File: config.mk
export PLATFORM = sky130hd
export DESIGN_NAME = serial_pattern_source
export DESIGN_NICKNAME = d
export VERILOG_FILES = /design/src/rtl/serial_pattern_source.sv
export SDC_FILE = /design/constraint.sdc
export NUM_CORES = 1
export LEC_CHECK = 0
export ABC_AREA = 1
export BUFFER_PORTS_ARGS = -buffer_cell sky130_fd_sc_hd__buf_4
export CORE_MARGIN = 4
export CORE_UTILIZATION = 48
export CTS_CLUSTER_DIAMETER = 40
export DETAILED_ROUTE_END_ITERATION = 6
export PLACE_DENSITY = 0.77
export SYNTH_ARGS = -nofsm -noshare
export SYNTH_HDL_FRONTEND = slang
export SYNTH_SLANG_ARGS = --single-unit
File: constraint.sdc
create_clock -name clock -period 1.6 [get_ports clock]
set_input_delay 0.08 -clock clock [delete_from_list [all_inputs] [get_ports clock]]
set_output_delay 0.08 -clock clock [all_outputs]
set_load 0.01 [all_outputs]
File: src/rtl/serial_pattern_source.sv
// Framed, handshaked serial source feeding the sequence-detector FSM: loads a pattern word and
// shifts eff_len bits out on w, MSB-of-field first. Define SERIAL_GAP_EN for an idle gap after each frame.
module serial_pattern_source #(
  parameter int WIDTH      = 8,
  parameter int LEN_W      = 4,
  parameter int GAP_CYCLES = 3
) (
  input  logic             clock,
  input  logic             reset,
  input  logic             load_valid,
  output logic             load_ready,
  input  logic [WIDTH-1:0] load_data,
  input  logic [LEN_W-1:0] load_len,
  output logic             w,
  output logic             w_valid,
  output logic             busy,
  output logic             done
);

  if (2**LEN_W <= WIDTH || GAP_CYCLES < 0) begin : g_bad_cfg
    $error("serial_pattern_source: LEN_W too narrow for WIDTH, or negative GAP_CYCLES");
  end

`ifdef SERIAL_GAP_EN
  typedef enum logic [1:0] {IDLE, SHIFT, GAP} state_e;
  localparam int GAP_W = (GAP_CYCLES > 1) ? $clog2(GAP_CYCLES) : 1;
  logic [GAP_W-1:0] gap_q;
`else
  typedef enum logic [1:0] {IDLE, SHIFT} state_e;
`endif

  state_e           state_q;
  logic [WIDTH-1:0] shreg_q;
  logic [LEN_W-1:0] cnt_q;
  logic             w_q, w_valid_q, done_q;

  logic [LEN_W-1:0] eff_len;
  logic [WIDTH-1:0] aligned;
  logic             last_bit, accept;

  // NOTE: every signal gets a value on every path through always_comb, otherwise a latch is inferred.
  always_comb begin
    eff_len  = (load_len == '0 || load_len > LEN_W'(WIDTH)) ? LEN_W'(WIDTH) : load_len;
    aligned  = load_data << (WIDTH - int'(eff_len));
    last_bit = (state_q == SHIFT) && (cnt_q == '0);
`ifdef SERIAL_GAP_EN
    load_ready = reset && (state_q == IDLE);
`else
    load_ready = reset && ((state_q == IDLE) || last_bit);
`endif
    accept = load_valid && load_ready;
  end

  // cnt_q counts the bits still to come after the one currently on w.
  // NOTE: state is updated with non-blocking assignments so every register samples pre-edge values.
  always_ff @(posedge clock or negedge reset) begin
    if (!reset) begin
      state_q   <= IDLE;
      shreg_q   <= '0;
      cnt_q     <= '0;
      w_q       <= 1'b0;
      w_valid_q <= 1'b0;
      done_q    <= 1'b0;
`ifdef SERIAL_GAP_EN
      gap_q     <= '0;
`endif
    end else if (accept) begin
      state_q   <= SHIFT;
      w_q       <= aligned[WIDTH-1];
      shreg_q   <= aligned << 1;
      cnt_q     <= eff_len - 1'b1;
      w_valid_q <= 1'b1;
      done_q    <= (eff_len == LEN_W'(1));
    end else begin
      case (state_q)
        SHIFT: begin
          if (cnt_q == '0) begin
            w_q       <= 1'b0;
            w_valid_q <= 1'b0;
            done_q    <= 1'b0;
            shreg_q   <= '0;
`ifdef SERIAL_GAP_EN
            if (GAP_CYCLES > 0) begin
              state_q <= GAP;
              gap_q   <= GAP_W'(GAP_CYCLES - 1);
            end else begin
              state_q <= IDLE;
            end
`else
            state_q   <= IDLE;
`endif
          end else begin
            w_q     <= shreg_q[WIDTH-1];
            shreg_q <= shreg_q << 1;
            cnt_q   <= cnt_q - 1'b1;
            done_q  <= (cnt_q == LEN_W'(1));
          end
        end
`ifdef SERIAL_GAP_EN
        GAP: begin
          if (gap_q == '0) state_q <= IDLE;
          else             gap_q   <= gap_q - 1'b1;
        end
`endif
        default: begin
          state_q   <= IDLE;
          w_q       <= 1'b0;
          w_valid_q <= 1'b0;
          done_q    <= 1'b0;
        end
      endcase
    end
  end

  assign w       = w_q;
  assign w_valid = w_valid_q;
  assign done    = done_q;
  assign busy    = (state_q != IDLE);

endmodule

==> results by group, run 1 <==
Cells and area
  • Fin util: 76.8%
  • Fill count: 147
  • Share of cells above drive strength 1: 35.2%
  • Post-layout net count: ~220
  • Commonest non-fill, non-tap cells in the layout: 48 x nand2_1, 40 x buf_4, 22 x nand3_1, 19 x inv_1, 14 x dfrtp_1
  • # diodes: 0
  • Commonest non-fill, non-tap cell in the layout: nand2_1
  • Area growth, synth to finish: 50.1%

STA
  • Fin. Hold Viols: 0
  • Fin. max-slew vios: 0
  • Post-route worst setup slack: -0.0717 ns
  • Min cycle time layout: 1.67 ns
  • Slew headroom: 72.0%
  • Crit share post-route: 104%
  • Clock Skews: 0.00392 ns
  • Setup violations, final: 9
  • Slew @ Worst Pin: between 0.4 and 0.5 ns
  • Setup TNS: -0.391 ns
  • Unrepaired setup endpoints after global routing: yes
  • Highest Clock Rate: 598 MHz

Clocking
  • CTS clk-pin slew, worst paths: 0.09 ns
  • CTS tree: yes
  • TritonCTS buffer count: 3
  • Htree depth: 1
  • Root buf cell: clkbuf_4
  • Skew-Pair Late Insertion Delay: 0.29 ns
  • CTS Buffer Depth: 2
  • CTS sink count: 14

Setup path
  • Data arrival time of the critical path: 1.91 ns
  • Crit path max fanout: 6
  • Crit path launch: cnt_q[0]$_DFFE_PN0P_
  • CP most frequent cell: nand2_1
  • Reg-to-reg slack, setup: -0.07 ns
  • Worst EP required: 1.84 ns
  • Critical path endpoint category: register
  • Crit path to: shreg_q[5]$_DFFE_PN0P_
  • FF-to-FF Start: cnt_q[0]$_DFFE_PN0P_
  • Startpoint types: register
  • Reg2reg end: shreg_q[5]$_DFFE_PN0P_
  • R2R cell count: 11
  • Crit-path slowest cell: dfrtp_1
  • Critical path cell sequence: inv_2 -> ha_4 -> nand2_4 -> o21ai_4 -> buf_6 -> nand3_4 -> nor2_4 -> nand4_1 -> nand2_1 -> nand2_1 -> nand2_1
  • Worst path max stage delay: 0.40 ns
  • Critical path class: reg2reg

Die
  • Site row count: 16
  • # IOs: 20
  • Die span in x: approximately 54 um
  • Die Y-Extent: 54.0 um
  • Core area: 1980 sq um
  • Starting Density: roughly half
  • Die Area: ~3000 sq um

Route
  • Via-to-Cell Ratio: ~5.3
  • WL/cell: 12.6 um
  • First-pass DRT Iterations: 5
  • Detail Route Antenna Nets: 0
  • Drt first-iter violations: between 40 and 50
  • Vias: 1180
  • Detailed-route DRC error count: 0
  • Final wirelength: 2.80 mm

Power and ir drop
  • P per Cell Area: 1530 nW/um^2
  • P_leak: 0.807 nW
  • Worst VDD drop: around 1.2 mV

Global routing
  • Met2 Track Usage GR: approximately 39%
  • M3 GR Usage: between 2 and 2.5%
  • Grt total ovfl: 0
  • M1 GR Usage: 21.7%
  • Gr usage total: 19.8%
  • First-pass GRT wire length: 4.28 mm
  • Grt peak-use layer: met2
  • Largest net degree at the start of global routing: 17
  • Initial antenna violation count: 0
  • Vias in the first global route: 1062

Yosys
  • Synth Area per Inst: 6.86 sq um
  • Net Count, Synth: 167
  • Sequential area share after synthesis: 34.5%
  • Largest family of logic cells by synthesized area: simple AND/OR/NAND/NOR gates
  • Post-Synth Adder-Cell Area: ~4.9%
  • Post-Synthesis Cells: 148
  • Post-synthesis mux area share: 0%
  • Syn Std Cell Area: 1010 sq um
  • Compound-Gate Fraction of Synth Area: 12.7%
  • XOR/XNOR Fraction of Synth Area: 0.863%
  • Yosys warning count: 0
  • Unique masters post-synth: 25
  • Yosys reg bits: 14
  • Simple-gate share of the synthesized area: 37.2%

Outcome
  • Failing checks: setup timing
  • Run status: finished, violations left

Placement
  • Dpl ws: -0.123 ns
  • Hpwl dp: roughly 1.9 mm
  • RD Place Congestion: around 0.86
  • Port bufs: 19

Worst hold path
  • Worst Hold Class: in2reg

Flow run
  • Max_cap viols: 0
## synth_stat cells
master     count  area share (%)
inv_2          1            0.37
nand2_4        2             2.2
ha_1           4             4.9
inv_1         22             8.1
nand3_2        1            0.99
nand2_2        1            0.62
o22ai_1        3             1.8
a21oi_1        1            0.49
o211ai_1       1            0.74
o21bai_1       1            0.74
dfrtp_1       14              35
nand3_1       22              11
a21boi_0       1            0.74
xor2_1         1            0.86
a2bb2oi_1      1            0.86
buf_2          1            0.49
o221ai_1       1            0.86
nor2_2         1            0.62
nor2_1         4             1.5
a21oi_4        1             1.6
nand2_1       52              19
nand4_1        2             1.2
o21ai_2        1            0.86
buf_4          1            0.74
o21ai_0        8             3.9
## logic make-up (layout without fill, tap and decap cells)
kind of cell | after synthesis | count (layout)
AND/OR/NAND/NOR | 85 | 85
buffers and inverters | 25 | 73
AO/OA/AOI/OAI | 19 | 19
flip-flops | 14 | 14
adder cells (fa/ha/maj) | 4 | 4
XOR/XNOR | 1 | 1
## report_power, final
group | leakage, nW | total, W | switching [W] | internal, W
logic | 0.605 | 0.00148 | 0.000754 | 0.000722
clock network | 0.0210 | 0.000265 | 0.000126 | 0.000139
registers | 0.181 | 0.000581 | 0.0000826 | 0.000499
## sequential cells by signal (all words and copies together) (netlist names)
| register | flops |
|---|---|
| cnt_q | 4 |
| done | 1 |
| shreg_q | 7 |
| w | 1 |
| state_q | 1 |
## stage by stage
stage / std cells / hold WS (ns) / area, sq um / power [W]
2_1_floorplan: 148 / -0.216 / 1010 / 0.00116
3_3_place_gp: 206 / -0.0548 / 1280 / 0.00148
3_5_place_dp: 206 / -0.0536 / 1280 / 0.00151
4_1_cts: 217 / 0.150 / 1410 / 0.00198
5_1_grt: 223 / 0.118 / 1520 / 0.00250
6_report: 223 / 0.130 / 1520 / 0.00232
## area by class of cell
type                       count  area [sq um]  share of cell area [%]
multi-input combinational    109           643                    42.2
timing repair buffer          46           367                    24.1
inverter                      23          92.6                    6.08
sequential                    14           350                    23.0
clock buffer                   4          36.3                    2.38
tap                           27          33.8                    2.22
## worst max-delay path: cells and delay by family, from the launching register on
kind / cells / cell delay (ns)
AOI/OAI and AO/OA: 1 / 0.15
DFF: 1 / 0.40
and+or+nand+nor: 7 / 0.73
adders and majority gates: 1 / 0.15
buffers and inverters: 2 / 0.20
## metal layers
layer | vias to the layer above | wire length, um
met3 | 7 | 153
met2 | 49 | 1430
met4 | 0 | 65
met5 | - | 0
li1 | 579 | -
met1 | 545 | 1150
## how the worst min path moves through the flow
stage	start	slack [ns]	cells after the start	to
floorplan	reset	-0.22	0	cnt_q[0]$_DFFE_PN0P_
global placement	reset	-0.05	1	cnt_q[0]$_DFFE_PN0P_
detailed placement	reset	-0.05	1	cnt_q[3]$_DFFE_PN0P_
CTS	load_data[0]	0.15	3	shreg_q[1]$_DFFE_PN0P_
global route	load_data[0]	0.12	3	shreg_q[1]$_DFFE_PN0P_
finish	load_data[0]	0.13	3	shreg_q[1]$_DFFE_PN0P_
## what timing repair did
action	4_1_cts	5_1_grt
hold buffers	1	0
resized for setup	11	18
hold endpoints to repair	14	0
pin swaps	3	8
setup endpoints to repair	7	13
buffers inserted	6	6
(Power assumes the default switching activity.)
==> run 2: changes to the inputs <==
--- a/config.mk
+++ b/config.mk
@@ -12,6 +12,7 @@
 export CTS_CLUSTER_DIAMETER = 40
 export DETAILED_ROUTE_END_ITERATION = 6
 export PLACE_DENSITY = 0.77
+export SKIP_CTS_REPAIR_TIMING = 1
 export SYNTH_ARGS = -nofsm -noshare
 export SYNTH_HDL_FRONTEND = slang
 export SYNTH_SLANG_ARGS = --single-unit
==> run 2 against run 1 <==
Compared with the run above: the flow still finishes with violations (setup timing); flip-flop and latch count unchanged; non-clock buffer count increased by 2; wire length increased by 6.6%; core utilization increased by 1.8 points; sequential share of layout area decreased by 0.52 points; worst hold slack improved by 0.0026 ns; clock skew increased by 0.0062 ns; sequential power increased by 0.7%; maximum frequency decreased by 5.4%.
==> results by group, run 2 (synthesized netlist as in run 1, its figures left out) <==
Outcome
  • Run status: finished, violations left
  • Failing checks: setup timing

Global routing
  • Initial antenna violation count: 0
  • Largest net degree at the start of global routing: 17
  • Met2 Track Usage GR: 33.7%
  • M1 GR Usage: approximately a fifth
  • First-pass GRT wire length: 3.93 mm
  • Vias in the first global route: 999
  • Grt peak-use layer: met2
  • Gr usage total: about 18%
  • Grt total ovfl: 0
  • M3 GR Usage: 2.49%

Setup path
  • Crit path max fanout: 4
  • Data arrival time of the critical path: 1.69 ns
  • Critical path cell sequence: inv_2 -> ha_4 -> nand2_4 -> o21ai_4 -> buf_6 -> clkinvlp_4 -> nor2_1 -> buf_4
  • Startpoint types: register
  • Worst path max stage delay: ~0.41 ns
  • Critical path class: reg2out
  • Critical path endpoint category: primary output
  • CP top delay family: buffers and inverters
  • CP bufs+invs: 4
  • Crit-path slowest cell: dfrtp_1
  • Worst EP required: approximately 1.5 ns

STA
  • Unrepaired setup endpoints after global routing: yes
  • Clock Skews: 0.0102 ns
  • Post-route worst setup slack: -0.167 ns
  • Slew @ Worst Pin: 0.305 ns
  • Min cycle time layout: 1.77 ns
  • Setup violations, final: 9
  • Crit share post-route: 110%
  • Highest Clock Rate: 566 MHz
  • Fin. max-slew vios: 0
  • Fin. Hold Viols: 0
  • Slew headroom: 79.5%

Cells and area
  • Fin util: 78.6%
  • Max reg flops: 7
  • Share of cells above drive strength 1: a little under two fifths
  • # diodes: 0
  • Largest regs: shreg_q x7, cnt_q x4
  • Area growth, synth to finish: 53.5%
  • Commonest non-fill, non-tap cell in the layout: nand2_1
  • Post-layout net count: 218
  • Fill count: 143
  • Layout Cells excl Fill: between 200 and 250
  • Commonest non-fill, non-tap cells in the layout: 47 x nand2_1, 42 x buf_4, 22 x nand3_1, 18 x inv_1, 14 x dfrtp_1
  • Largest Register: shreg_q
  • Final Instance Area: 1560 sq um

Route
  • Final wirelength: 2.99 mm
  • WL/cell: about 13 um
  • Detailed-route DRC error count: 0
  • First-pass DRT Iterations: 4
  • Via-to-Cell Ratio: 5.24
  • Drt first-iter violations: about 50
  • Vias: 1178
  • Detail Route Antenna Nets: 0

Die
  • Core area: 1980 sq um
  • Die Area: around 2900 sq um
  • Starting Density: 51.2%
  • Site row count: 16
  • Die span in x: ~54 um
  • # IOs: 20
  • Die Y-Extent: 54.0 um

Placement
  • Hpwl dp: roughly 1.9 mm
  • Post-Place Cells: 206
  • Area after DPL: 1280 sq um
  • Port bufs: 19
  • RD Place Congestion: about 0.86

Clocking
  • CTS tree: yes
  • Skew-Pair Late Insertion Delay: 0.30 ns
  • CTS sink count: 14
  • CTS clk-pin slew, worst paths: around 0.090 ns
  • Htree depth: 1
  • TritonCTS buffer count: 3
  • Root buf cell: clkbuf_4
  • CTS Buffer Depth: 2

Power and ir drop
  • Worst VDD drop: 1.09 mV
  • P per Cell Area: 1590 nW/um^2
  • P_leak: 0.822 nW

Flow run
  • Max_cap viols: 0

Worst hold path
  • Worst Hold Class: in2reg
-- run 2: cell types whose count changed in the layout (fill, tap and decap cells not counted), sizes merged --
cell,previous run,this run
buf,45,47
-- run 2: final cells by class --
type	instances	area [sq um]	area share, %
repair buffers	48	382	24.5
well taps	27	33.8	2.17
multi-input cells	109	663	42.6
clock buffers	4	36.3	2.33
inverters	23	92.6	5.94
flip-flops and latches	14	350	22.5
-- run 2: worst paths after layout --
path	start	endpoint	slack [ns]	depth (start not counted)
worst min register to register	shreg_q[3]$_DFFE_PN0P_	shreg_q[4]$_DFFE_PN0P_	0.52	2
max in group asynchronous	reset	cnt_q[2]$_DFFE_PN0P_	1.24	2
min in group asynchronous	reset	shreg_q[4]$_DFFE_PN0P_	0.17	2
worst min-delay path	load_data[0]	shreg_q[1]$_DFFE_PN0P_	0.13	3
worst max register to register	cnt_q[0]$_DFFE_PN0P_	cnt_q[2]$_DFFE_PN0P_	-0.11	11
worst max-delay path	cnt_q[0]$_DFFE_PN0P_	load_ready	-0.17	8
-- run 2: per-stage QoR --
step           setup slack [ns]  setup TNS [ns]  hold slack (ns)  total power [W]
5_1_grt                  -0.245           -1.47            0.128          0.00263
4_1_cts                  -0.190          -0.386           -0.360          0.00177
2_1_floorplan            0.0871               0           -0.216          0.00116
3_5_place_dp             -0.123          -0.503          -0.0536          0.00151
3_3_place_gp            -0.0869          -0.211          -0.0548          0.00148
6_report                 -0.167          -0.572            0.132          0.00248
-- run 2: power breakdown --
group,leakage [nW],total (W),switching [W],internal [W]
Sequential,0.181,0.000585,0.0000866,0.000499
Clock,0.0210,0.000270,0.000131,0.000139
Combinational,0.620,0.00162,0.000818,0.000802
-- run 2: worst min-delay path: stages --
cell and delay (ns):
buf_4 0.11, nand4_1 0.12, o22ai_1 0.08
-- run 2: metal layers --
| metal | share of wire (%) | wire, um |
|---|---|---|
| met1 | 41 | 1240 |
| met4 | 1.7 | 50 |
| met5 | 0 | 0 |
| met3 | 6.3 | 189 |
| met2 | 51 | 1510 |
==> run 3: changes to the inputs <==
--- a/config.mk
+++ b/config.mk
@@ -13,6 +13,7 @@
 export DETAILED_ROUTE_END_ITERATION = 6
 export PLACE_DENSITY = 0.77
 export SKIP_CTS_REPAIR_TIMING = 1
+export SKIP_LAST_GASP = 1
 export SYNTH_ARGS = -nofsm -noshare
 export SYNTH_HDL_FRONTEND = slang
 export SYNTH_SLANG_ARGS = --single-unit
==> run 3 against run 2 <==
Compared with the run above: the run still ends with setup timing left; maximum frequency is the same; sequential share of layout area unchanged; largest cell class unchanged; first-iteration DRC count stayed put; final area unchanged; worst hold slack is the same; critical path depth did not move; final cell count unchanged; sequential power hardly changed; clock-buffer cell count stayed put; wire length unchanged.
==> results by group, run 3 (synthesized netlist as in run 1, its figures left out) <==
Outcome
  • Run status: finished, violations left
  • Failing checks: setup timing

Clocking
  • CTS Buffer Depth: 2
  • CTS tree: yes
  • CTS clk-pin slew, worst paths: 0.09 ns
  • CTS sink count: 14
  • Skew-Pair Late Insertion Delay: around 0.30 ns
  • TritonCTS buffer count: 3
  • Root buf cell: clkbuf_4
  • Htree depth: 1

Setup path
  • Critical path class: reg2out
  • Worst EP required: around 1.5 ns
  • Data arrival time of the critical path: 1.69 ns
  • Reg-to-reg slack, setup: -0.11 ns
  • Critical path endpoint category: primary output
  • Startpoint types: register
  • Crit path max fanout: 4

STA
  • WHS: 0.132 ns
  • Slew headroom: 79.5%
  • Post-route worst setup slack: -0.167 ns
  • Highest Clock Rate: 566 MHz
  • Clock Skews: 0.0102 ns
  • Fin. Hold Viols: 0
  • Slew @ Worst Pin: 0.305 ns
  • Fin. max-slew vios: 0
  • Setup violations, final: 9
  • Crit share post-route: 110%
  • Min cycle time layout: 1.77 ns
  • Setup TNS: -0.578 ns
  • Unrepaired setup endpoints after global routing: yes

Die
  • Site row count: 16
  • # IOs: 20
  • Core area: roughly 2000 sq um
  • Starting Density: 51.2%
  • Die span in x: 54.0 um
  • Die Y-Extent: 54.0 um
  • Die Area: 2910 sq um

Global routing
  • Initial antenna violation count: 0
  • Gr usage total: 18.0%
  • Vias in the first global route: 999
  • Largest net degree at the start of global routing: 17
  • Grt total ovfl: 0
  • First-pass GRT wire length: 3.93 mm

Cells and area
  • Post-layout net count: between 200 and 250
  • Fin util: 78.6%
  • # diodes: 0
  • Commonest non-fill, non-tap cell in the layout: nand2_1
  • Commonest non-fill, non-tap cells in the layout: 47 x nand2_1, 42 x buf_4, 22 x nand3_1, 19 x inv_1, 14 x dfrtp_1
  • Final Instance Area: ~1600 sq um
  • Area growth, synth to finish: 53.5%
  • Max reg flops: 7
  • Share of cells above drive strength 1: 37.9%
  • Largest regs: shreg_q x7, cnt_q x4
  • Largest Register: shreg_q

Route
  • Final wirelength: 2.99 mm
  • First-pass DRT Iterations: 4
  • Detail Route Antenna Nets: 0
  • Vias: 1178
  • WL/cell: 13.3 um
  • Drt first-iter violations: 51
  • Via-to-Cell Ratio: 5.24
  • Detailed-route DRC error count: 0

Power and ir drop
  • P_leak: 0.822 nW
  • Worst VDD drop: 1.09 mV
  • P per Cell Area: 1590 nW/um^2
  • Total power: 0.00248 W

Flow run
  • Max_cap viols: 0

Placement
  • RD Place Congestion: 0.856
  • Hpwl dp: approximately 1.9 mm
  • Area after DPL: ~1300 sq um
  • Port bufs: 19

Worst hold path
  • Worst Hold Class: in2reg
==> run 3: cell types whose count changed in the layout (fill, tap and decap cells not counted) <==
cell	delta
inv_1	+1
inv_2	-1
==> run 3: layout make-up <==
cell class | count | area, sq um
multi-input combinational | 109 | 663
tap | 27 | 33.8
clock buffer | 4 | 36.3
fill | 143 | 424
inverter | 23 | 92.6
timing repair buffer | 48 | 382
sequential | 14 | 350
==> run 3: layer usage <==
layer	part of all wire [%]	vias up	global-route usage (%)
met5	0	-	0
met3	6.3	6	2.49
li1	-	576	-
met2	51	51	33.7
met4	1.7	0	4.98
met1	41	545	21.0
==> run 3: per-stage QoR <==
step / instances / setup slack, ns
floorplan: 148 / 0.0871
global placement: 206 / -0.0869
detailed placement: 206 / -0.123
CTS: 210 / -0.190
global route: 225 / -0.245
finish: 225 / -0.167
==> run 3: power by group <==
part | switching, W | internal, W
Sequential | 0.0000866 | 0.000499
Combinational | 0.000818 | 0.000802
Clock | 0.000131 | 0.000139
Total | 0.00104 | 0.00144
==> run 3: worst paths after layout <==
| check | from | to | cells after the start |
|---|---|---|---|
| max | cnt_q[0]$_DFFE_PN0P_ | load_ready | 8 |
| min reg2reg | shreg_q[3]$_DFFE_PN0P_ | shreg_q[4]$_DFFE_PN0P_ | 2 |
| min in group asynchronous | reset | shreg_q[4]$_DFFE_PN0P_ | 2 |
| max reg2reg | cnt_q[0]$_DFFE_PN0P_ | cnt_q[2]$_DFFE_PN0P_ | 11 |
| min | load_data[0] | shreg_q[1]$_DFFE_PN0P_ | 3 |
| max in group asynchronous | reset | cnt_q[2]$_DFFE_PN0P_ | 2 |
==> run 3: worst max-delay path: stages (launching register included) <==
cell and delay, ns:
dfrtp_1 0.41, inv_2 0.09, ha_4 0.15, nand2_4 0.06, o21ai_4 0.20, buf_6 0.15
clkinvlp_4 0.09, nor2_1 0.11, buf_4 0.12
